## src/rtl/pc_gen.sv

```systemverilog
// pc_gen: program-counter generator for the fetch stage.
//
// Generates the instruction-fetch address. After reset the PC spends one
// BOOT cycle at RESET_VEC and then advances by STEP each cycle. Branch/jump
// redirects and traps replace the sequential PC. A redirect or trap that
// arrives while the pipeline is stalled is held in a one-entry buffer and
// applied on the first unstalled edge.
//
// Build option: define PC_ALIGN_CHK_EN to check redirect-target alignment.
// A target with any low log2(STEP) bit set is then replaced by TRAP_VEC and
// handled as a trap, and misalign pulses for one cycle. Without the macro,
// targets are used as given and misalign stays 0.
//
// Ports:
//   clk_pc        in   clock, rising edge
//   rst_pc        in   asynchronous active-high reset
//   stall         in   pipeline stall, PC holds
//   redir_valid   in   redirect request (one-cycle pulse)
//   redir_target  in   redirect target address
//   trap_valid    in   trap request (one-cycle pulse), target TRAP_VEC
//   pc            out  current fetch address (registered)
//   pc_seq        out  pc + STEP, wraps modulo 2^ADDR_W
//   pc_valid      out  pc holds a fetchable address
//   redir_pending out  a redirect/trap is buffered during a stall
//   misalign      out  misaligned redirect target substituted (pulse)
module pc_gen #(
  parameter int unsigned         ADDR_W    = 32,
  parameter logic [ADDR_W-1:0]   RESET_VEC = {ADDR_W{1'b0}},
  parameter logic [ADDR_W-1:0]   TRAP_VEC  = ADDR_W'(32'h0000_0100),
  parameter int unsigned         STEP      = 4
) (
  input  logic              clk_pc,
  input  logic              rst_pc,
  input  logic              stall,
  input  logic              redir_valid,
  input  logic [ADDR_W-1:0] redir_target,
  input  logic              trap_valid,
  output logic [ADDR_W-1:0] pc,
  output logic [ADDR_W-1:0] pc_seq,
  output logic              pc_valid,
  output logic              redir_pending,
  output logic              misalign
);

  localparam logic [ADDR_W-1:0] STEP_V = ADDR_W'(STEP);

  typedef enum logic [1:0] {
    S_BOOT = 2'd0,
    S_RUN  = 2'd1,
    S_PEND = 2'd2
  } state_t;

  state_t            r_state;
  logic [ADDR_W-1:0] r_pc;
  logic [ADDR_W-1:0] r_buf;
  logic              r_buf_trap;
  logic              r_pc_valid;
  logic              r_pending;
  logic              r_misalign;

  state_t            w_state_nxt;
  logic [ADDR_W-1:0] w_pc_nxt;
  logic [ADDR_W-1:0] w_buf_nxt;
  logic              w_buf_trap_nxt;
  logic              w_mis_nxt;
  logic              w_mis;
  logic              w_eff_trap;
  logic              w_eff_redir;

`ifdef PC_ALIGN_CHK_EN
  // With STEP=1 the mask is zero, so no target is ever flagged.
  localparam logic [ADDR_W-1:0] ALIGN_MASK = ADDR_W'(STEP - 1);
  assign w_mis = redir_valid && ((redir_target & ALIGN_MASK) != {ADDR_W{1'b0}});
`else
  assign w_mis = 1'b0;
`endif

  // A misaligned redirect behaves exactly like a trap from here on.
  assign w_eff_trap  = trap_valid | w_mis;
  assign w_eff_redir = redir_valid & ~w_mis;

  // Next-state, next-PC and pending-buffer selection.
  always_comb begin
    w_state_nxt    = r_state;
    w_pc_nxt       = r_pc;
    w_buf_nxt      = r_buf;
    w_buf_trap_nxt = r_buf_trap;
    w_mis_nxt      = 1'b0;
    case (r_state)
      S_BOOT: begin
        // Inputs are ignored for the single boot cycle.
        w_state_nxt = S_RUN;
      end
      S_RUN: begin
        // Substitution only matters if a real trap is not already winning.
        w_mis_nxt = w_mis & ~trap_valid;
        if (w_eff_trap && !stall) begin
          w_pc_nxt = TRAP_VEC;
        end else if (w_eff_redir && !stall) begin
          w_pc_nxt = redir_target;
        end else if (w_eff_trap || w_eff_redir) begin
          w_buf_nxt      = w_eff_trap ? TRAP_VEC : redir_target;
          w_buf_trap_nxt = w_eff_trap;
          w_state_nxt    = S_PEND;
        end else if (stall) begin
          w_pc_nxt = r_pc;
        end else begin
          w_pc_nxt = r_pc + STEP_V;
        end
      end
      S_PEND: begin
        w_mis_nxt = w_mis & ~trap_valid;
        if (stall) begin
          // Trap always overwrites; a redirect never displaces a trap.
          if (w_eff_trap) begin
            w_buf_nxt      = TRAP_VEC;
            w_buf_trap_nxt = 1'b1;
          end else if (w_eff_redir && !r_buf_trap) begin
            w_buf_nxt = redir_target;
          end else begin
            w_buf_nxt = r_buf;
          end
        end else begin
          // Release: same-cycle arrivals follow the same overwrite rules.
          w_state_nxt    = S_RUN;
          w_buf_nxt      = {ADDR_W{1'b0}};
          w_buf_trap_nxt = 1'b0;
          if (w_eff_trap) begin
            w_pc_nxt = TRAP_VEC;
          end else if (w_eff_redir && !r_buf_trap) begin
            w_pc_nxt = redir_target;
          end else begin
            w_pc_nxt = r_buf;
          end
        end
      end
      default: begin
        // Unreachable encoding: recover through BOOT at the reset vector.
        w_state_nxt    = S_BOOT;
        w_pc_nxt       = RESET_VEC;
        w_buf_nxt      = {ADDR_W{1'b0}};
        w_buf_trap_nxt = 1'b0;
      end
    endcase
  end

  // State, PC, buffer and registered status outputs.
  always_ff @(posedge clk_pc or posedge rst_pc) begin
    if (rst_pc) begin
      r_state    <= S_BOOT;
      r_pc       <= RESET_VEC;
      r_buf      <= {ADDR_W{1'b0}};
      r_buf_trap <= 1'b0;
      r_pc_valid <= 1'b0;
      r_pending  <= 1'b0;
      r_misalign <= 1'b0;
    end else begin
      r_state    <= w_state_nxt;
      r_pc       <= w_pc_nxt;
      r_buf      <= w_buf_nxt;
      r_buf_trap <= w_buf_trap_nxt;
      r_pc_valid <= 1'b1;
      r_pending  <= (w_state_nxt == S_PEND);
      r_misalign <= w_mis_nxt;
    end
  end

  assign pc            = r_pc;
  assign pc_seq        = r_pc + STEP_V;
  assign pc_valid      = r_pc_valid;
  assign redir_pending = r_pending;
  assign misalign      = r_misalign;

endmodule

```

## config.mk

```make
export PLATFORM = sky130hd
export DESIGN_NAME = pc_gen
export DESIGN_NICKNAME = d
export VERILOG_FILES = /design/src/rtl/pc_gen.sv
export SDC_FILE = /design/constraint.sdc
export NUM_CORES = 1
export LEC_CHECK = 0
export ABC_AREA = 1
export CAP_MARGIN = 20
export CELL_PAD_IN_SITES_DETAIL_PLACEMENT = 0
export CELL_PAD_IN_SITES_GLOBAL_PLACEMENT = 1
export CORE_AREA = 2 2 120 122
export DETAILED_ROUTE_END_ITERATION = 6
export DIE_AREA = 0 0 122 124
export PLACE_DENSITY = 0.89
export SYNTH_ARGS = -nofsm -noshare
export SYNTH_HDL_FRONTEND = slang
export SYNTH_SLANG_ARGS = --single-unit
```

## constraint.sdc

```tcl
create_clock -name clk_pc -period 3.1 [get_ports clk_pc]
set_clock_uncertainty 0.1 [all_clocks]
set_input_delay 0.62 -clock clk_pc [delete_from_list [all_inputs] [get_ports clk_pc]]
set_output_delay 0.62 -clock clk_pc [all_outputs]
set_load 0.01 [all_outputs]
```

==> impl_metrics.csv <==
group,metric,value,unit
run_status,outcome,"completed",
worst_setup_path,arrival,2.22,ns
cells_and_area,drive_gt1_share,7.18,%
synthesis,syn_nets,797,
synthesis,synth_top_cells_by_count,"nand2_1, inv_1, o21ai_0, dfrtp_1, nor2_1",
grt,grt_pass1_wl,24700,um
sta,report.final.slew_viol_count,0,
power_and_ir_drop,p_int,3.11,mW
placed_design,dpl.hpwl,11300,um
worst_setup_path,worst_path_max_delay_cell,"clkdlybuf4s50_1",
synthesis,yosysMostFrequentCell,"nand2_1",
die,dieWidth,122,um
routing,vias,5025,
synthesis,synth-async-reset-ratio,100,%
cts,tritoncts,"done",
worst_setup_path,cp_slowest_stage_delay,0.49,ns
routing,drcViolationCount,0,
cts,cts_buffers,9,
grt,grt.overflow.total,0,
die,ios,104,
routing,routed_wl,15300,um
routing,drt_iter0_markers,425,
power_and_ir_drop,p_clk_share,18.9,%
sta,finalSetupViolations,0,
sta,tns,0,ns
cts,ctsHoldBuffers,0,
cts,htreeDepth,3,
worst_setup_path,crit_top_cell,"nand2_1",
sta,slew_headroom,56.7,%
die,die-area,15100,um^2
power_and_ir_drop,power,5.50,mW
placed_design,portBuffers,102,
worst_setup_path,crit_family,"simple AND/OR/NAND/NOR gates",
die,core_area,13700,um^2
synthesis,synthesis.instances,755,
cells_and_area,fillCellCount,1412,
die,start_util,36.7,%
worst_setup_path,crit_required,2.38,ns
die,die-height,124,um
synthesis,yosys.cell_types.count,37,
grt,antenna_found_initial,0,
routing,vias_per_cell,4.88,
synthesis,synth_xor_area_share,2.44,%
sta,fin_crit,2.94,ns
worst_setup_path,crit_type,"flip-flop to output port",
synthesis,ys.flop_type,"dfrtp_1",
synthesis,yosys.area_share.adder,1.24,%
synthesis,synthesis.area,5030,um^2
synthesis,synth_area_per_cell,6.66,um^2
worst_hold_path,min_path_type,"flip-flop to flip-flop",
synthesis,synth-simple-area-share,30.7,%
worst_setup_path,path_cells,"nand2_1 > nor2_1 > nand2_1 > nor2_4 > xnor2_1 > inv_1 > clkdlybuf4s50_1",
synthesis,yosys.area.top_type,"dfrtp_1",
sta,finalHoldViolCount,0,
synthesis,synth_compound_area_share,18.7,%
cts,path_clk_slew,0.05,ns
synthesis,synth_top_area_share,34.3,%
grt,track_usage,21.0,%
die,rows,43,
power_and_ir_drop,switching_share,43.4,%
job,maxCapViolCount,0,
cts,clock_path_buffers,2,
routing,drt-wirelength-per-cell,14.8,um
sta,timing.fmax,0.340,GHz
cts,cts-root-buf,"clkbuf_16",
cts,clock-sinks,69,
power_and_ir_drop,leakagePower,3.03,nW
synthesis,ys_ff_latch,69,
power_and_ir_drop,vdd_drop_max,0.429,mV
cells_and_area,syn2layout_area_growth,29.5,%
placed_design,place.gp.congestion,0.858,
synthesis,synth-edff-count,0,
synthesis,yosysWarnings,0,
worst_setup_path,critPathBufInv,2,
worst_setup_path,critPathLaunchType,"flip-flop",
sta,fin_crit_sh,94.8,%
grt,grt_pass1_vias,4592,
synthesis,synthTopCellsByArea,"dfrtp_1, nand2_1, o21ai_0, inv_1, a22oi_1",
cells_and_area,antenna-diode-count,0,
synthesis,synth.area.mux_share,0,%
cts,clock_latency,0.33,ns
cells_and_area,nNetsFinal,889,
sta,rsz0062_at_grt,"false",
power_and_ir_drop,power_frac_seq,27.0,%
synthesis,synth_seq_area_share,34.3,%
grt,grt_max_degree,48,
power_and_ir_drop,p_sw,2.38,mW
power_and_ir_drop,power_frac_comb,54.0,%
worst_setup_path,crit_fanout,5,
power_and_ir_drop,power_density,844,nW/um^2
routing,ant_nets,0,
worst_setup_path,end_kind,"output port",
routing,dr.pass1.iters,6,
synthesis,synth_top_family_by_area,"simple AND/OR/NAND/NOR gates",
sta,tightest_slew,0.647,ns
## final timing paths
check                           start    endpoint  slack [ns]  cells past startpoint
max                            pc[11]  pc_seq[15]        0.16                      7
min                          r_buf[8]    r_buf[8]        0.38                      2
max reg2reg                r_state[1]      pc[20]        1.00                     11
min reg2reg                  r_buf[8]    r_buf[8]        0.38                      2
max in group asynchronous      rst_pc   r_buf[15]        1.71                      3
min in group asynchronous      rst_pc       pc[4]        0.55                      2
## worst min-delay path, cell delays in order (launching register included)
cell and delay [ns]:
dfrtp_1 0.34, nand2_1 0.05, o21ai_0 0.06
## metrics by stage
stage | util, % | worst slack (ns) | hold WS [ns] | cells | cell area, um^2
6_report | 47.5 | 0.161 | 0.383 | 1030 | 6510
5_1_grt | 47.5 | 0.00277 | 0.427 | 1030 | 6510
4_1_cts | 47.3 | 0.0720 | 0.387 | 1028 | 6490
3_5_place_dp | 45.1 | 0.435 | 0.374 | 1014 | 6190
3_3_place_gp | 45.1 | 0.489 | 0.373 | 1014 | 6190
2_1_floorplan | - | 0.640 | 0.353 | 755 | 5030
## sequential cells by signal, summed over array words and instances, names as in the netlist
signal / count
pc: 32
r_buf: 32
r_state: 2
pc_valid: 1
r_buf_trap: 1
redir_pending: 1
## metal layers
metal	track usage (%)	share of wire, %	vias up
li1	-	-	2596
met1	31.1	47	2263
met2	31.9	45	153
met3	3.25	6.2	13
met4	5.60	1.3	0
met5	0	0	-
## cell families (layout without fill, tap and decap cells)
kind of cell	count (synthesis)	count (layout)
AOI/OAI and AO/OA	158	158
and+or+nand+nor	366	366
DFF	69	69
xor gates and xnor gates	14	14
other	2	2
buffers and inverters	141	236
adders and majority gates	5	5
## layout make-up
class                           instances  area (um^2)  area share, %
Multi-Input combinational cell        545         2680           41.1
Clock inverter                          1         30.0          0.461
Sequential cell                        69         1730           26.5
Tap cell                              180          225           3.46
Timing Repair Buffer                  121         1200           18.4
Clock buffer                           13          270           4.15
Inverter                              101          379           5.82
## cells in the final DEF, fill, tap and decap left out, types with 9 or more instances in the layout
cell             Yosys  final
nor2_1              46     45
o22ai_1             34     34
nand3b_1             9      9
o21ai_1              9      9
inv_1               96     95
clkbuf_16            0      9
o21ai_0             72     72
a22oi_1             30     30
nand2_1            272    272
nand3_1             18     18
buf_4                7     16
clkdlybuf4s50_1      0    102
dfrtp_1             69     69
## power by group through the flow
stage          Sequential (mW)  Combinational (mW)  Clock, mW
2_1_floorplan             1.49                1.79          0
3_3_place_gp              1.50                2.93          0
3_5_place_dp              1.50                2.95          0
4_1_cts                   1.49                2.96       1.07
5_1_grt                   1.53                3.30       1.11
6_report                  1.49                2.97       1.04
## repair_timing
action                                  4_1_cts  5_1_grt
buffers inserted                              0        2
gates resized for setup                       0        1
endpoints found under the setup margin        0        3
(Power assumes the default switching activity.)
==> RTL change (same flow settings) <==
The parameter `ADDR_W` goes from 32 to 16.
--- a/src/rtl/pc_gen.sv
+++ b/src/rtl/pc_gen.sv
@@ -25,5 +25,5 @@
 //   misalign      out  misaligned redirect target substituted (pulse)
 module pc_gen #(
-  parameter int unsigned         ADDR_W    = 32,
+  parameter int unsigned         ADDR_W    = 16,
   parameter logic [ADDR_W-1:0]   RESET_VEC = {ADDR_W{1'b0}},
   parameter logic [ADDR_W-1:0]   TRAP_VEC  = ADDR_W'(32'h0000_0100),
Ports: changed (resized pc, pc_seq and redir_target); port bits go from 104 to 56. No check against the original RTL was run, so the function may have changed too.
==> RTL change against the unedited design <==
- routed wire length is 48% lower
- hold slack gained 0.0019 ns
- register-to-register slack worse by 0.06 ns
- power decreased by 55%
- sequential cell count shrank 32
- setup slack worse by 0.014 ns
- final area is 46% lower
- synthesized area decreased by 48%
- final cell count is 40% lower
- critical path type unchanged
- highest routed layer unchanged
==> RTL change: results (changes against the unedited design) <==
- The placed instance area came to 3330 um2 (-46%).
- The path class of the tightest hold or removal check is flop to flop.
- The number of distinct library cells after synthesis is 33 (-11%).
- The number of global-route vias before repair was 2535 (-45%).
- The met3 global-route usage came to 0.0284 (-0.00412).
- The insertion delay to the later sink of the worst-skew pair is 0.29 ns (-0.04 ns).
- The via count normalized by instance count was 4.23 (-13%).
- The static leakage power was 1.62 nW (-47%).
- The sequential cell area fraction in the yosys report was 0.355 (+0.0115).
- The number of buffers inserted by port buffering is 54 (-47%).
- The net count reported at finish came to 462 (-48%).
- The final RePlAce weighted congestion is 0.853 (-0.58%).
- Ranked by total cell area, the synthesized netlist is headed by sky130_fd_sc_hd__dfrtp_1, sky130_fd_sc_hd__nand2_1, sky130_fd_sc_hd__inv_1.
- The worst-case setup slack after placement is 0.455 ns (+0.0201 ns).
- After synthesis, the most frequently instantiated cells are sky130_fd_sc_hd__nand2_1, sky130_fd_sc_hd__inv_1, sky130_fd_sc_hd__dfrtp_1.
- Broken down by cell family, the worst path's largest delay share belongs to simple AND/OR/NAND/NOR gates.
- The half-perimeter wire length after detailed placement is 6.12 mm (-46%).
- The net count of the mapped netlist is 409 (-49%).
- The starting DRC count in detailed routing is 173 (-59%).
- The critical path buffer and inverter count came to 1 (-1).
- The global-route total usage across every layer is 0.111 (-0.0996).
- The global-route wire length before repair was 13.0 mm (-47%).
- The peak ir drop on the vdd network is 414 uV (-3.6%).
- The relative slew slack is 0.660 (+0.0931).
- The worst-path maximum fanout is 6 (+1).
- The number of H-tree levels was 2 (-1).
- The flow ran to the end, and the final reports show no timing, DRC or antenna violations.
- The fraction of layout instances using a drive strength above 1 is 0.0870 (+0.0152).
- The global routing usage on met2 was 0.177 (-0.143).
- The number of antenna diodes is 0 (unchanged).
- The routing usage on met1 came to 0.151 (-0.160).
==> RTL change: worst register-to-register path, stage by stage, from the launching register on <==
cell,delay [ns]
sky130_fd_sc_hd__dfrtp_1,0.42
sky130_fd_sc_hd__inv_1,0.09
sky130_fd_sc_hd__ha_1,0.34
sky130_fd_sc_hd__inv_1,0.14
sky130_fd_sc_hd__nor2_4,0.25
sky130_fd_sc_hd__inv_1,0.23
sky130_fd_sc_hd__nor2_1,0.18
sky130_fd_sc_hd__a22oi_1,0.12
sky130_fd_sc_hd__o21ai_0,0.19
==> RTL change: path summary, 6_finish.rpt <==
kind                                       from               endpoint  slack [ns]  cells past startpoint
hold / removal             r_buf[0]$_DFFE_PP0P_   r_buf[0]$_DFFE_PP0P_        0.39                      2
min in group asynchronous                rst_pc  r_buf[13]$_DFFE_PP0P_        0.66                      3
setup / recovery              pc[2]$_DFFE_PP0P_              pc_seq[8]        0.15                      6
max in group asynchronous                rst_pc      pc[3]$_DFFE_PP0P_        1.89                      3
hold reg to reg            r_buf[0]$_DFFE_PP0P_   r_buf[0]$_DFFE_PP0P_        0.39                      2
setup reg to reg           r_state[1]$_DFF_PP0_      pc[0]$_DFFE_PP0P_        0.94                      8
==> RTL change: where the power goes <==
part	internal, W	switching [W]	total [W]	leakage, nW
clock network	0.000402	0.000215	0.000617	0.0831
logic	0.000446	0.000719	0.00117	1.03
registers	0.000613	0.0000966	0.000709	0.505
total	0.00146	0.00103	0.00249	1.62
==> RTL change: cells by family after synthesis <==
family / Yosys count / synth area share
and+or+nand+nor: 180 / 0.297
AOI/OAI and AO/OA: 78 / 0.179
buffers and inverters: 77 / 0.128
DFF: 37 / 0.355
adders and majority gates: 5 / 0.0240
xor gates and xnor gates: 4 / 0.0134
other: 2 / 0.00288
==> RTL change: stage by stage <==
| step | util | std cells | hold WS [ns] |
|---|---|---|---|
| final | 0.255 | 617 | 0.385 |
| after global routing | 0.255 | 617 | 0.416 |
| after CTS | 0.255 | 617 | 0.390 |
| after detailed placement | 0.242 | 609 | 0.375 |
| after global placement | 0.242 | 609 | 0.368 |
| after floorplan | - | 383 | 0.353 |
==> RTL change: metal layers <==
layer | up-vias | routed length (um)
li1 | 1319 | -
met1 | 1219 | 3740
met2 | 65 | 3640
met3 | 6 | 509
met4 | 0 | 59
met5 | - | 0
==> RTL change: final cells by class <==
cell class | instances | area (um2) | share of cell area
Multi-Input combinational cell | 269 | 1350 | 0.385
Inverter | 63 | 240 | 0.0686
Tap cell | 180 | 225 | 0.0643
Clock inverter | 2 | 37.5 | 0.0107
Clock buffer | 6 | 139 | 0.0397
Sequential cell | 37 | 926 | 0.264
Timing Repair Buffer | 60 | 586 | 0.167
